File: config.mk
export PLATFORM = sky130hd
export DESIGN_NAME = alarm_beep_ctrl_flat
export DESIGN_NICKNAME = d
export VERILOG_FILES = /design/src/rtl/alarm_beep_ctrl_if.sv /design/src/rtl/alarm_beep_ctrl.sv /design/src/flat_wrapper.sv
export SDC_FILE = /design/constraint.sdc
export NUM_CORES = 1
export LEC_CHECK = 0
export ABC_AREA = 0
export CAP_MARGIN = 20
export CORE_MARGIN = 1
export CORE_UTILIZATION = 45
export CTS_CLUSTER_DIAMETER = 80
export DETAILED_ROUTE_END_ITERATION = 16
export PLACE_DENSITY_LB_ADDON = 0.08
export SLEW_MARGIN = 10
export SYNTH_ARGS = -nofsm -noshare
export SYNTH_HDL_FRONTEND = slang
export SYNTH_SLANG_ARGS = --single-unit
File: constraint.sdc
create_clock -name clk -period 3.1 [get_ports clk]
set_input_delay 0.93 -clock clk [delete_from_list [all_inputs] [get_ports clk]]
set_output_delay 0.93 -clock clk [all_outputs]
set_load 0.1 [all_outputs]
File: src/rtl/alarm_beep_ctrl_if.sv
// Signal bundle between the alarm controller and its surroundings: alarm
// matches, enables, user buttons and the per-channel beep/status outputs.
interface alarm_beep_ctrl_if;
  logic       tick_1s;
  logic [4:0] match;
  logic [4:0] alarm_en;
  logic       stop;
  logic       snooze;
  logic [4:0] beeping;
  logic [4:0] auto_rst;
  logic [2:0] active_id;
  logic       ringing_any;

  modport master (
    output tick_1s, match, alarm_en, stop, snooze,
    input  beeping, auto_rst, active_id, ringing_any
  );

  modport slave (
    input  tick_1s, match, alarm_en, stop, snooze,
    output beeping, auto_rst, active_id, ringing_any
  );
endinterface

File: src/rtl/alarm_beep_ctrl.sv
// Five independent alarm channels (IDLE/RING/SNOOZE) with ring timeout and
// limited snoozes. Define BEEP_PATTERN_EN for a 1 s on / 1 s off beep in RING.
module alarm_beep_ctrl #(
  parameter int RING_SECONDS   = 60,
  parameter int SNOOZE_SECONDS = 300,
  parameter int MAX_SNOOZE     = 3
) (
  input logic               clk,
  input logic               reset,
  alarm_beep_ctrl_if.slave  bus
);

  localparam int RING_W = ($clog2(RING_SECONDS) > 6) ? $clog2(RING_SECONDS) : 6;
  localparam int SNZ_W  = ($clog2(SNOOZE_SECONDS) > 9) ? $clog2(SNOOZE_SECONDS) : 9;
  localparam int SC_W   = (MAX_SNOOZE < 1) ? 1 : $clog2(MAX_SNOOZE + 1);

  typedef enum logic [1:0] {IDLE, RING, SNOOZE} state_t;

  state_t            state_q    [5];
  state_t            state_d    [5];
  logic [RING_W-1:0] ring_cnt_q [5];
  logic [RING_W-1:0] ring_cnt_d [5];
  logic [SNZ_W-1:0]  snz_tmr_q  [5];
  logic [SNZ_W-1:0]  snz_tmr_d  [5];
  logic [SC_W-1:0]   snz_num_q  [5];
  logic [SC_W-1:0]   snz_num_d  [5];

  logic [4:0] match_q;
  logic       armed;
  logic [4:0] rise;
  logic [4:0] beep_q, beep_d;
  logic [4:0] auto_q, auto_d;
  logic [2:0] active_q, active_d;
  logic       ringing_q, ringing_d;

  // The first sample after reset only loads match_q, so a match already high
  // at release is never mistaken for a rising edge.
  assign rise = armed ? (bus.match & ~match_q) : 5'b0;

  always_comb begin
    active_d  = 3'd7;
    ringing_d = 1'b0;
    for (int i = 0; i < 5; i++) begin
      state_d[i]    = state_q[i];
      ring_cnt_d[i] = ring_cnt_q[i];
      snz_tmr_d[i]  = snz_tmr_q[i];
      snz_num_d[i]  = snz_num_q[i];
      beep_d[i]     = beep_q[i];
      auto_d[i]     = 1'b0;
      if (!bus.alarm_en[i]) begin
        state_d[i] = IDLE;
        beep_d[i]  = 1'b0;
      end else begin
        case (state_q[i])
          IDLE: begin
            if (rise[i]) begin
              state_d[i]    = RING;
              ring_cnt_d[i] = '0;
              snz_num_d[i]  = '0;
              beep_d[i]     = 1'b1;
            end
          end
          RING: begin
            // Stop beats snooze and timeout; an exhausted snooze acts as stop.
            if (bus.stop || (bus.snooze && (snz_num_q[i] >= SC_W'(MAX_SNOOZE)))) begin
              state_d[i] = IDLE;
              beep_d[i]  = 1'b0;
            end else if (bus.snooze) begin
              state_d[i]   = SNOOZE;
              snz_num_d[i] = snz_num_q[i] + 1'b1;
              snz_tmr_d[i] = '0;
              beep_d[i]    = 1'b0;
            end else if (bus.tick_1s) begin
              if (ring_cnt_q[i] == RING_W'(RING_SECONDS - 1)) begin
                state_d[i] = IDLE;
                auto_d[i]  = 1'b1;
                beep_d[i]  = 1'b0;
              end else begin
                ring_cnt_d[i] = ring_cnt_q[i] + 1'b1;
`ifdef BEEP_PATTERN_EN
                beep_d[i] = ~beep_q[i];
`else
                beep_d[i] = 1'b1;
`endif
              end
            end
          end
          SNOOZE: begin
            if (bus.stop) begin
              state_d[i] = IDLE;
            end else if (bus.tick_1s) begin
              if (snz_tmr_q[i] == SNZ_W'(SNOOZE_SECONDS - 1)) begin
                state_d[i]    = RING;
                ring_cnt_d[i] = '0;
                beep_d[i]     = 1'b1;
              end else begin
                snz_tmr_d[i] = snz_tmr_q[i] + 1'b1;
              end
            end
          end
          default: begin
            state_d[i] = IDLE;
            beep_d[i]  = 1'b0;
          end
        endcase
      end
    end
    for (int i = 4; i >= 0; i--) begin
      if (state_d[i] == RING) begin
        active_d  = 3'(i);
        ringing_d = 1'b1;
      end
    end
  end

  always_ff @(posedge clk or negedge reset) begin
    if (!reset) begin
      for (int i = 0; i < 5; i++) begin
        state_q[i]    <= IDLE;
        ring_cnt_q[i] <= '0;
        snz_tmr_q[i]  <= '0;
        snz_num_q[i]  <= '0;
      end
      match_q   <= 5'b0;
      armed     <= 1'b0;
      beep_q    <= 5'b0;
      auto_q    <= 5'b0;
      active_q  <= 3'd7;
      ringing_q <= 1'b0;
    end else begin
      for (int i = 0; i < 5; i++) begin
        state_q[i]    <= state_d[i];
        ring_cnt_q[i] <= ring_cnt_d[i];
        snz_tmr_q[i]  <= snz_tmr_d[i];
        snz_num_q[i]  <= snz_num_d[i];
      end
      match_q   <= bus.match;
      armed     <= 1'b1;
      beep_q    <= beep_d;
      auto_q    <= auto_d;
      active_q  <= active_d;
      ringing_q <= ringing_d;
    end
  end

  assign bus.beeping     = beep_q;
  assign bus.auto_rst    = auto_q;
  assign bus.active_id   = active_q;
  assign bus.ringing_any = ringing_q;

endmodule

File: src/flat_wrapper.sv
// flat-port wrapper written by rule: the top's interface ports become plain ports
module alarm_beep_ctrl_flat 
#(
  parameter int RING_SECONDS   = 60,
  parameter int SNOOZE_SECONDS = 300,
  parameter int MAX_SNOOZE     = 3
)
  (clk, reset, bus_tick_1s, bus_match, bus_alarm_en, bus_stop, bus_snooze, bus_beeping, bus_auto_rst, bus_active_id, bus_ringing_any);
  alarm_beep_ctrl_if bus_i ();
  input logic clk;
  input logic reset;
  input wire logic [$bits(bus_i.tick_1s)-1:0] bus_tick_1s;
  input wire logic [$bits(bus_i.match)-1:0] bus_match;
  input wire logic [$bits(bus_i.alarm_en)-1:0] bus_alarm_en;
  input wire logic [$bits(bus_i.stop)-1:0] bus_stop;
  input wire logic [$bits(bus_i.snooze)-1:0] bus_snooze;
  output wire logic [$bits(bus_i.beeping)-1:0] bus_beeping;
  output wire logic [$bits(bus_i.auto_rst)-1:0] bus_auto_rst;
  output wire logic [$bits(bus_i.active_id)-1:0] bus_active_id;
  output wire logic [$bits(bus_i.ringing_any)-1:0] bus_ringing_any;
  assign bus_i.tick_1s = bus_tick_1s;
  assign bus_i.match = bus_match;
  assign bus_i.alarm_en = bus_alarm_en;
  assign bus_i.stop = bus_stop;
  assign bus_i.snooze = bus_snooze;
  assign bus_beeping = bus_i.beeping;
  assign bus_auto_rst = bus_i.auto_rst;
  assign bus_active_id = bus_i.active_id;
  assign bus_ringing_any = bus_i.ringing_any;
  alarm_beep_ctrl #(.RING_SECONDS(RING_SECONDS), .SNOOZE_SECONDS(SNOOZE_SECONDS), .MAX_SNOOZE(MAX_SNOOZE)) u_core (.clk(clk), .reset(reset), .bus(bus_i));
endmodule
==> results of run 1 <==
## kinds of logic (layout without fill, tap and decap cells)
logic type               after synthesis  count (layout)  share of synthesized area, %
AO/OA/AOI/OAI                        191             191                          21.6
XOR/XNOR                              17              17                          2.19
adder cells (fa/ha/maj)               15              15                          2.76
buffers and inverters                 47             115                          3.37
flip-flops                           115             115                          42.4
multiplexers                          18              18                          2.82
other                                  1               1                        0.0552
AND/OR/NAND/NOR                      297             297                          24.7
## per-stage QoR
step	instance area (µm²)	utilization (%)
6_report	8040	54.9
5_1_grt	8040	54.9
4_1_cts	8040	54.9
3_5_place_dp	7400	50.5
3_3_place_gp	7400	50.5
2_1_floorplan	6790	-
## worst min-delay path by stage
stage / to
3_3_place_gp: u_core.snz_num_q[8]
5_1_grt: u_core.snz_tmr_q[15]
4_1_cts: u_core.snz_tmr_q[16]
3_5_place_dp: u_core.snz_num_q[5]
2_1_floorplan: u_core.snz_num_q[8]
6_report: u_core.snz_tmr_q[9]
## area by class of cell
cell class | instances | area, µm²
clock buffers | 21 | 470
inverters | 20 | 75.1
fillers | 1280 | 6600
flip-flops and latches | 115 | 2880
well taps | 184 | 230
repair buffers | 63 | 531
multi-input cells | 539 | 3680
clock inverters | 11 | 175
## power by group through the flow
| stage | Combinational, mW | Clock, mW | Sequential, mW |
|---|---|---|---|
| 6_report | 0.419 | 2.13 | 1.64 |
| 5_1_grt | 0.460 | 2.24 | 1.66 |
| 4_1_cts | 0.423 | 2.17 | 1.64 |
| 3_5_place_dp | 0.421 | 0 | 1.67 |
| 3_3_place_gp | 0.412 | 0 | 1.66 |
| 2_1_floorplan | 0.205 | 0 | 1.72 |
## sequential cells by signal (all words and copies together) (netlist names), 3 cells and up
name and cells:
u_core.snz_tmr_q 45, u_core.bus.beeping 5, u_core.bus.auto_rst 5, u_core.bus.active_id 3, u_core.ring_cnt_q 30, u_core.state_q 10
u_core.match_q 5, u_core.snz_num_q 10
## layout by cell type, fill, tap and decap left out, drive strengths merged, types with 11 or more instances in the layout
cell / instances
o211ai: 13
nor2b: 16
ha: 15
and3: 12
clkdlybuf4s50: 13
clkbuf: 21
nand2b: 20
a21oi: 31
nand3: 33
nand2: 63
or3: 12
nor3: 11
dfrtp: 112
xnor2: 14
nor2: 49
o21ai: 40
buf: 50
o31ai: 17
or4: 11
nand4: 12
a211oi: 13
inv: 21
## metal layers
metal | wire length (µm) | vias to the layer above | global-route usage [%]
li1 | - | 2755 | -
met1 | 7920 | 2760 | 30.6
met2 | 7320 | 119 | 33.7
met3 | 577 | 21 | 5.37
met4 | 186 | 0 | 6.89
met5 | 0 | - | 0
==> run_results.csv, run 1 <==
group,metric,value,unit
pwr,power.density,521,nW/µm²
worst_setup_path,crit_path_start,"bus_stop",
worst_setup_path,cpMaxStageDelayCell,"clkdlybuf4s50_1",
pwr,power_leakage,3.45,nW
pwr,clkPwrFrac,50.8,%
timing,setup_viol,0,
die,dieArea,15600,µm²
drt,drt_iter0_drc,392,
grt,grt_pass1_vias,5423,
clocking,htree_levels,4,
worst_setup_path,rr_startpoint,"u_core.state_q[4]",
timing,holdWs,0.445,ns
worst_setup_path,critPathCapture,"u_core.ring_cnt_q[5]",
synthesis,synth-seq-cells,115,
pwr,peakVddDrop,0.464,mV
worst_setup_path,critPathArrivalTime,2.98,ns
clocking,cts_root_buffer,"clkbuf_16",
clocking,cts_setup_buffers,0,
synthesis,yosysSeqAreaShare,42.4,%
synthesis,post-synth-top-area-cell,"dfrtp_1",
timing,hold_viol,0,
timing,worst_slew_pin_slew,0.725,ns
finish,stdcell_count,953,
placement,hpwl,11.4,mm
synthesis,synth_area_leaders,"dfrtp_1 (41%), nand2_1 (3.5%), ha_1 (2.8%)",
pwr,p_switching,1.05,mW
timing,period_minus_slack,2.68,ns
timing,fin_crit_sh,86.5,%
grt,grt-ovfl-total,0,
worst_setup_path,timing.critical_path.to_type,"register",
synthesis,syn_avg_cell_area,9.69,µm²
timing,setup-tns-final,0,ns
grt,antenna_found_initial,0,
clocking,path_clk_slew,0.05,ns
placement,place_inst,921,
pwr,netSwitchingFraction,25.1,%
grt,grt_max_degree,61,
finish,layout-drive-gt1-share,16.6,%
placement,post-place-ws,0.0124,ns
pwr,power,4.19,mW
die,coreArea,14600,µm²
synthesis,async_flop_share,100,%
drt,avgRoutedWirePerCell,16.8,µm
worst_setup_path,worst-path-stages,7,
job,drv_cap,0,
die,fp.dieH,125,µm
finish,syn_to_final_growth,18.4,%
finish,final_nets,786,
die,die_w,125,µm
finish,antennaDiodeCount,0,
outcome,status,"complete, but fails checks",
synthesis,synth.top_cells.by_count,"dfrtp_1 (112), nand2_1 (63), nor2_1 (48)",
drt,postRouteAntennaNets,0,
die,rows,44,
clocking,post_cts_resized,0,
pwr,internal-power,3.14,mW
drt,vias_per_cell,5.93,
timing,fin_ws,0.420,ns
drt,firstDrtPassIters,13,
clocking,clk_latency,0.42,ns
drt,finalWirelength,16.0,mm
die,io_pins,29,
timing,skew,0.00934,ns
synthesis,ys.flop_type,"dfrtp_1",
worst_setup_path,path_max_fanout,6,
clocking,postCtsHoldBufs,0,
worst_setup_path,critPathTopFamily,"buffers and inverters",
worst_setup_path,critPathRequiredTime,3.40,ns
placement,io_buffers,28,
synthesis,synth_area,6790,µm²
timing,finalMaxSlewViolations,0,
worst_setup_path,rr_endpoint,"u_core.ring_cnt_q[12]",
synthesis,synth_top_cell_area_share,41.3,%
worst_setup_path,path_cells,"clkdlybuf4s50_1 -> buf_4 -> nor3b_1 -> o21ai_1 -> a22o_2 -> nor4_1 -> mux2_2",
worst_setup_path,critPathKind,"input pin to register",
die,floorplan.initialDensity,46.4,%
pwr,p_seq_share,39.2,%
clocking,cts_tree,"yes",
synthesis,syn_inst,701,
synthesis,synth-edff-count,0,
worst_setup_path,path_buf_inv,2,
worst_setup_path,reg2reg_depth,5,
worst_setup_path,rrSetupSlack,0.79,ns
worst_setup_path,start_kind,"input pin",
grt,grt_use_total,22.0,%
synthesis,synth_most_common_cell,"dfrtp_1",
synthesis,yosys.cell_types.count,88,
timing,fmax,373,MHz
worst_setup_path,slowest_delay,0.52,ns
drt,remaining_drc_errors,4,
clocking,cts_buffer_depth,2,
outcome,violations,"design-rule violations",
pwr,p_comb_share,10.0,%
drt,vias,5655,
placement,gp_congestion,0.827,
hold_path,hp-class,"input pin to async pin",
clocking,cts_made_buffers,17,
synthesis,yosys_warnings,0,
synthesis,syn_nets,731,
grt,grt_pass1_wl,27.4,mm
clocking,clock-sinks,115,
timing,rsz0062_at_grt,"no",
timing,relSlewSlack,51.0,%
Note: power is estimated with default switching activity, not from simulation.
==> inputs of run 2 (changes only) <==
==> constraint.sdc (replaced) <==
create_clock -name clk -period 3.45 [get_ports clk]
set_input_delay 1.035 -clock clk [delete_from_list [all_inputs] [get_ports clk]]
set_output_delay 1.035 -clock clk [all_outputs]
set_load 0.1 [all_outputs]
==> run 2 against run 1 <==
Global-route usage about the same. Via count down 0.19%. Sequential share of layout area up 1.0 points. The run still ends with design-rule violations left. Routed wire length about the same. Clock skew down 0.0010 ns. Sequential power down 9.8%. Combinational power down 12%. Final cell count down 1.8%.
==> run_results.csv, run 2 (synthesized netlist as in run 1, its figures left out) <==
group,metric,value,unit
pwr,power,3.50,mW
clocking,post_cts_resized,0,
grt,grt_use_total,22.0,%
placement,place_inst,904,
worst_setup_path,cpMaxStageDelayCell,"clkdlybuf4s50_1",
finish,n_fill_cell,1293,
drt,avgRoutedWirePerCell,17.1,µm
clocking,cts_setup_buffers,0,
placement,hpwl,11.4,mm
finish,final_nets,769,
timing,fin_crit_sh,84.5,%
worst_setup_path,slowest_delay,0.55,ns
finish,syn_to_final_growth,15.2,%
timing,setup-tns-final,0,ns
timing,fin_ws,0.536,ns
pwr,power_leakage,3.33,nW
drt,finalWirelength,16.0,mm
worst_setup_path,critPathArrivalTime,3.26,ns
finish,layout-drive-gt1-share,14.6,%
finish,largest_register,"u_core.snz_tmr_q",
drt,drt_iter0_drc,347,
finish,antennaDiodeCount,0,
die,dieArea,15600,µm²
worst_setup_path,critPathTopFamily,"simple AND/OR/NAND/NOR gates",
finish,layout_commonest_cell,"dfrtp_1",
placement,io_buffers,28,
timing,hold_viol,0,
finish,fin_util,53.4,%
drt,vias_per_cell,6.03,
grt,grt_pass1_wl,27.6,mm
clocking,cts_root_buffer,"clkbuf_16",
die,coreArea,14600,µm²
clocking,cts_tree,"yes",
drt,postRouteAntennaNets,0,
clocking,clock-sinks,115,
clocking,postCtsHoldBufs,0,
finish,stdcell_count,936,
timing,rsz0062_at_grt,"no",
grt,grt_pass1_vias,5506,
timing,skew,0.00829,ns
clocking,clk_latency,0.43,ns
outcome,violations,"design-rule violations",
die,die_w,125,µm
finish,multi_input_area,3680,µm²
pwr,peakVddDrop,0.356,mV
timing,setup_viol,0,
timing,finalMaxSlewViolations,0,
finish,largest_register_ffs,45,
clocking,htree_levels,4,
finish,reg_top3,"u_core.snz_tmr_q x45, u_core.ring_cnt_q x30",
grt,grt_max_degree,53,
worst_setup_path,timing.critical_path.to_type,"register",
die,rows,44,
die,floorplan.initialDensity,46.4,%
worst_setup_path,path_buf_inv,2,
timing,fmax,343,MHz
timing,worst_slew_pin_slew,0.622,ns
placement,gp_congestion,0.809,
worst_setup_path,path_cells,"clkdlybuf4s50_1 -> buf_4 -> nor2_2 -> o211a_1 -> o311ai_2 -> or4_1 -> a21oi_1",
grt,antenna_found_initial,0,
drt,remaining_drc_errors,4,
worst_setup_path,path_max_fanout,10,
finish,final_cell_mix,"dfrtp_1 (112), nand2_1 (63), nor2_1 (48)",
finish,area.sequential,2880,µm²
grt,grt-ovfl-total,0,
placement,post-place-ws,0.126,ns
die,io_pins,29,
timing,relSlewSlack,57.9,%
drt,firstDrtPassIters,13,
hold_path,hp-class,"register to register",
worst_setup_path,start_kind,"input pin",
worst_setup_path,critPathRequiredTime,3.80,ns
clocking,cts_made_buffers,17,
worst_setup_path,critPathKind,"input pin to register",
drt,vias,5644,
die,fp.dieH,125,µm
clocking,cts_buffer_depth,2,
outcome,status,"complete, but fails checks",
clocking,path_clk_slew,0.05,ns
pwr,power.density,448,nW/µm²
timing,period_minus_slack,2.91,ns
job,drv_cap,0,
run 2: changes by cell type in the layout (fill, tap and decap cells not counted), sizes merged:
cell	delta
buf	-17
clkinv	+5
bufinv	-3
clkinvlp	-2
clkbuf	-1
inv	+1
run 2: power breakdown:
group | internal, mW | switching [mW] | leakage [nW]
sequential | 1.41 | 0.0645 | 1.55
clock | 1.01 | 0.653 | 0.267
combinational | 0.133 | 0.235 | 1.52
run 2: per-layer routing:
| metal | vias up | wire, µm | share of wire, % | GRT usage [%] |
|---|---|---|---|---|
| li1 | 2710 | - | - | - |
| met1 | 2791 | 7800 | 49 | 30.6 |
| met2 | 123 | 7370 | 46 | 34.2 |
| met3 | 20 | 610 | 3.8 | 4.68 |
| met4 | 0 | 216 | 1.4 | 6.89 |
| met5 | - | 0 | 0 | 0 |
run 2: final cells by class:
cell class,instances,share of cell area (%)
tap,184,2.94
clock inverter,12,1.38
clock buffer,20,5.71
inverter,20,0.959
multi-input combinational,539,47.0
timing repair buffer,46,5.15
sequential,115,36.8
run 2: per-stage QoR:
stage,hold slack (ns),area [µm²]
2_1_floorplan,0.463,6790
3_3_place_gp,0.479,7270
3_5_place_dp,0.488,7270
4_1_cts,0.506,7830
5_1_grt,0.535,7830
6_report,0.498,7830
run 2: worst paths after layout:
path / slack [ns] / startpoint / endpoint / cells after the start
setup / recovery: 0.54 / bus_stop / u_core.ring_cnt_q[9] / 7
hold / removal: 0.50 / u_core.snz_num_q[8] / u_core.snz_num_q[8] / 1
setup reg to reg: 1.04 / u_core.snz_tmr_q[31] / u_core.ring_cnt_q[18] / 5
hold reg to reg: 0.50 / u_core.snz_num_q[8] / u_core.snz_num_q[8] / 1
max in group asynchronous: 2.09 / reset / u_core.bus.beeping[0] / 2
min in group asynchronous: 0.60 / reset / u_core.ring_cnt_q[4] / 1
==> inputs of run 3 (changes only) <==
==> constraint.sdc (replaced) <==
create_clock -name clk -period 2.8 [get_ports clk]
set_input_delay 0.84 -clock clk [delete_from_list [all_inputs] [get_ports clk]]
set_output_delay 0.84 -clock clk [all_outputs]
set_load 0.1 [all_outputs]
==> run 3 against run 2 <==
The run still ends with design-rule violations left. Sequential share of layout area decreased by 1.9 points. Utilization increased by 2.9 points. Flip-flop and latch count unchanged. Register-to-register slack got worse by 0.54 ns. First-iteration DRC count decreased by 14%. Non-clock buffer count increased by 44. Die area unchanged. Global-route usage increased by 0.11 points. Combinational power increased by 33%. Worst hold slack got worse by 0.092 ns. Critical path type unchanged. Largest power group unchanged. Highest routed layer unchanged.
==> run_results.csv, run 3 (synthesized netlist as in run 1, its figures left out) <==
group,metric,value,unit
worst_setup_path,crit_path_start,"bus_tick_1s",
placement,place_inst,948,
pwr,power_leakage,3.60,nW
worst_setup_path,path_cells,"clkdlybuf4s50_1 -> inv_1 -> o311ai_0 -> o211ai_1 -> buf_4 -> nor4_2 -> nand2b_1",
drt,vias_per_cell,5.94,
clocking,cts_tree,"yes",
worst_setup_path,rr_startpoint,"u_core.snz_tmr_q[18]",
drt,finalWirelength,16.1,mm
outcome,violations,"design-rule violations",
timing,hold_viol,0,
worst_setup_path,path_buf_inv,3,
drt,drt_iter0_drc,299,
drt,postRouteAntennaNets,0,
drt,avgRoutedWirePerCell,16.5,µm
timing,rsz0062_at_grt,"no",
placement,gp_congestion,0.814,
placement,io_buffers,28,
worst_setup_path,slowest_delay,0.56,ns
finish,layout-drive-gt1-share,19.5,%
finish,reg_top3,"u_core.snz_tmr_q x45, u_core.ring_cnt_q x30",
finish,stdcell_count,979,
worst_setup_path,critPathRequiredTime,3.08,ns
timing,fin_ws,0.156,ns
clocking,htree_levels,4,
clocking,cts_made_buffers,17,
finish,syn_to_final_growth,21.4,%
die,floorplan.initialDensity,46.4,%
finish,final_nets,813,
clocking,cts_setup_buffers,0,
drt,firstDrtPassIters,13,
die,fp.dieH,125,µm
grt,grt_pass1_wl,27.8,mm
worst_setup_path,reg2reg_depth,6,
die,die_w,125,µm
grt,grt-ovfl-total,0,
hold_path,hp-class,"input pin to async pin",
job,drv_cap,0,
worst_setup_path,start_kind,"input pin",
worst_setup_path,critPathArrivalTime,2.92,ns
finish,largest_register,"u_core.snz_tmr_q",
timing,period_minus_slack,2.64,ns
timing,fmax,378,MHz
finish,antennaDiodeCount,0,
clocking,cts_buffer_depth,2,
finish,largest_register_ffs,45,
timing,finalMaxSlewViolations,0,
clocking,postCtsHoldBufs,0,
die,io_pins,29,
grt,antenna_found_initial,0,
grt,grt_max_degree,48,
worst_setup_path,path_max_fanout,5,
finish,final_cell_mix,"dfrtp_1 (112), buf_4 (75), nand2_1 (63)",
grt,grt_pass1_vias,5681,
pwr,peakVddDrop,0.450,mV
worst_setup_path,critPathTopFamily,"buffers and inverters",
clocking,post_cts_resized,0,
placement,post-place-ws,-0.312,ns
finish,n_fill_cell,1255,
clocking,clk_latency,0.41,ns
die,coreArea,14600,µm²
clocking,path_clk_slew,0.05,ns
drt,remaining_drc_errors,4,
timing,fin_crit_sh,94.4,%
worst_setup_path,timing.critical_path.to_type,"register",
timing,holdWs,0.406,ns
grt,grt_use_total,22.1,%
finish,layout_commonest_cell,"dfrtp_1",
die,rows,44,
timing,worst_slew_pin_slew,0.605,ns
timing,setup_viol,0,
worst_setup_path,critPathKind,"input pin to register",
outcome,status,"complete, but fails checks",
timing,relSlewSlack,59.1,%
worst_setup_path,worst-path-stages,7,
worst_setup_path,cpMaxStageDelayCell,"clkdlybuf4s50_1",
placement,hpwl,11.9,mm
pwr,power.density,564,nW/µm²
drt,vias,5811,
clocking,clock-sinks,115,
timing,skew,0.00907,ns
die,dieArea,15600,µm²
clocking,cts_root_buffer,"clkbuf_16",
==> run 3: cell count changes in the layout (fill, tap and decap cells not counted), moves of 2 or more <==
cell        change
inv_6           -2
bufinv_16       +3
clkinvlp_4      -2
clkbuf_8        +3
buf_4          +44
==> run 3: path summary, 6_finish.rpt <==
check                                     endpoint  slack [ns]
setup / recovery            u_core.bus.ringing_any        0.16
hold / removal                u_core.snz_tmr_q[13]        0.41
setup reg to reg             u_core.ring_cnt_q[12]        0.50
hold reg to reg                u_core.snz_num_q[5]        0.50
max in group asynchronous  u_core.bus.active_id[2]        1.68
min in group clk               u_core.snz_num_q[5]        0.50
==> run 3: report_power, final <==
group	total, mW	switching, mW	internal (mW)
clock	2.34	0.761	1.58
combinational	0.491	0.296	0.194
sequential	1.82	0.0798	1.74
total	4.65	1.14	3.51
==> run 3: layout make-up <==
cell class	count	area, µm²	area share, %
timing repair buffer	90	733	8.89
sequential	115	2880	35.0
clock inverter	9	151	1.84
inverter	20	75.1	0.911
clock buffer	22	484	5.87
multi-input combinational	539	3690	44.7
tap	184	230	2.79
==> run 3: metal layers <==
layer / GRT usage (%) / up-vias / share of wire, % / routed length, µm
li1: - / 2803 / - / -
met1: 30.7 / 2876 / 49 / 7930
met2: 34.9 / 115 / 46 / 7370
met3: 4.42 / 17 / 3.8 / 618
met4: 6.31 / 0 / 1.3 / 203
met5: 0 / - / 0 / 0
==> run 3: stage by stage <==
step                      utilization [%]  setup TNS (ns)  cell area (µm²)  total power, mW
after global placement               51.9           -3.13             7600             2.32
final                                56.3               0             8240             4.65
after global routing                 56.3               0             8240             4.83
after detailed placement             51.9           -4.55             7600             2.34
after floorplan                         -               0             6790             2.13
after CTS                            56.2               0             8240             4.68
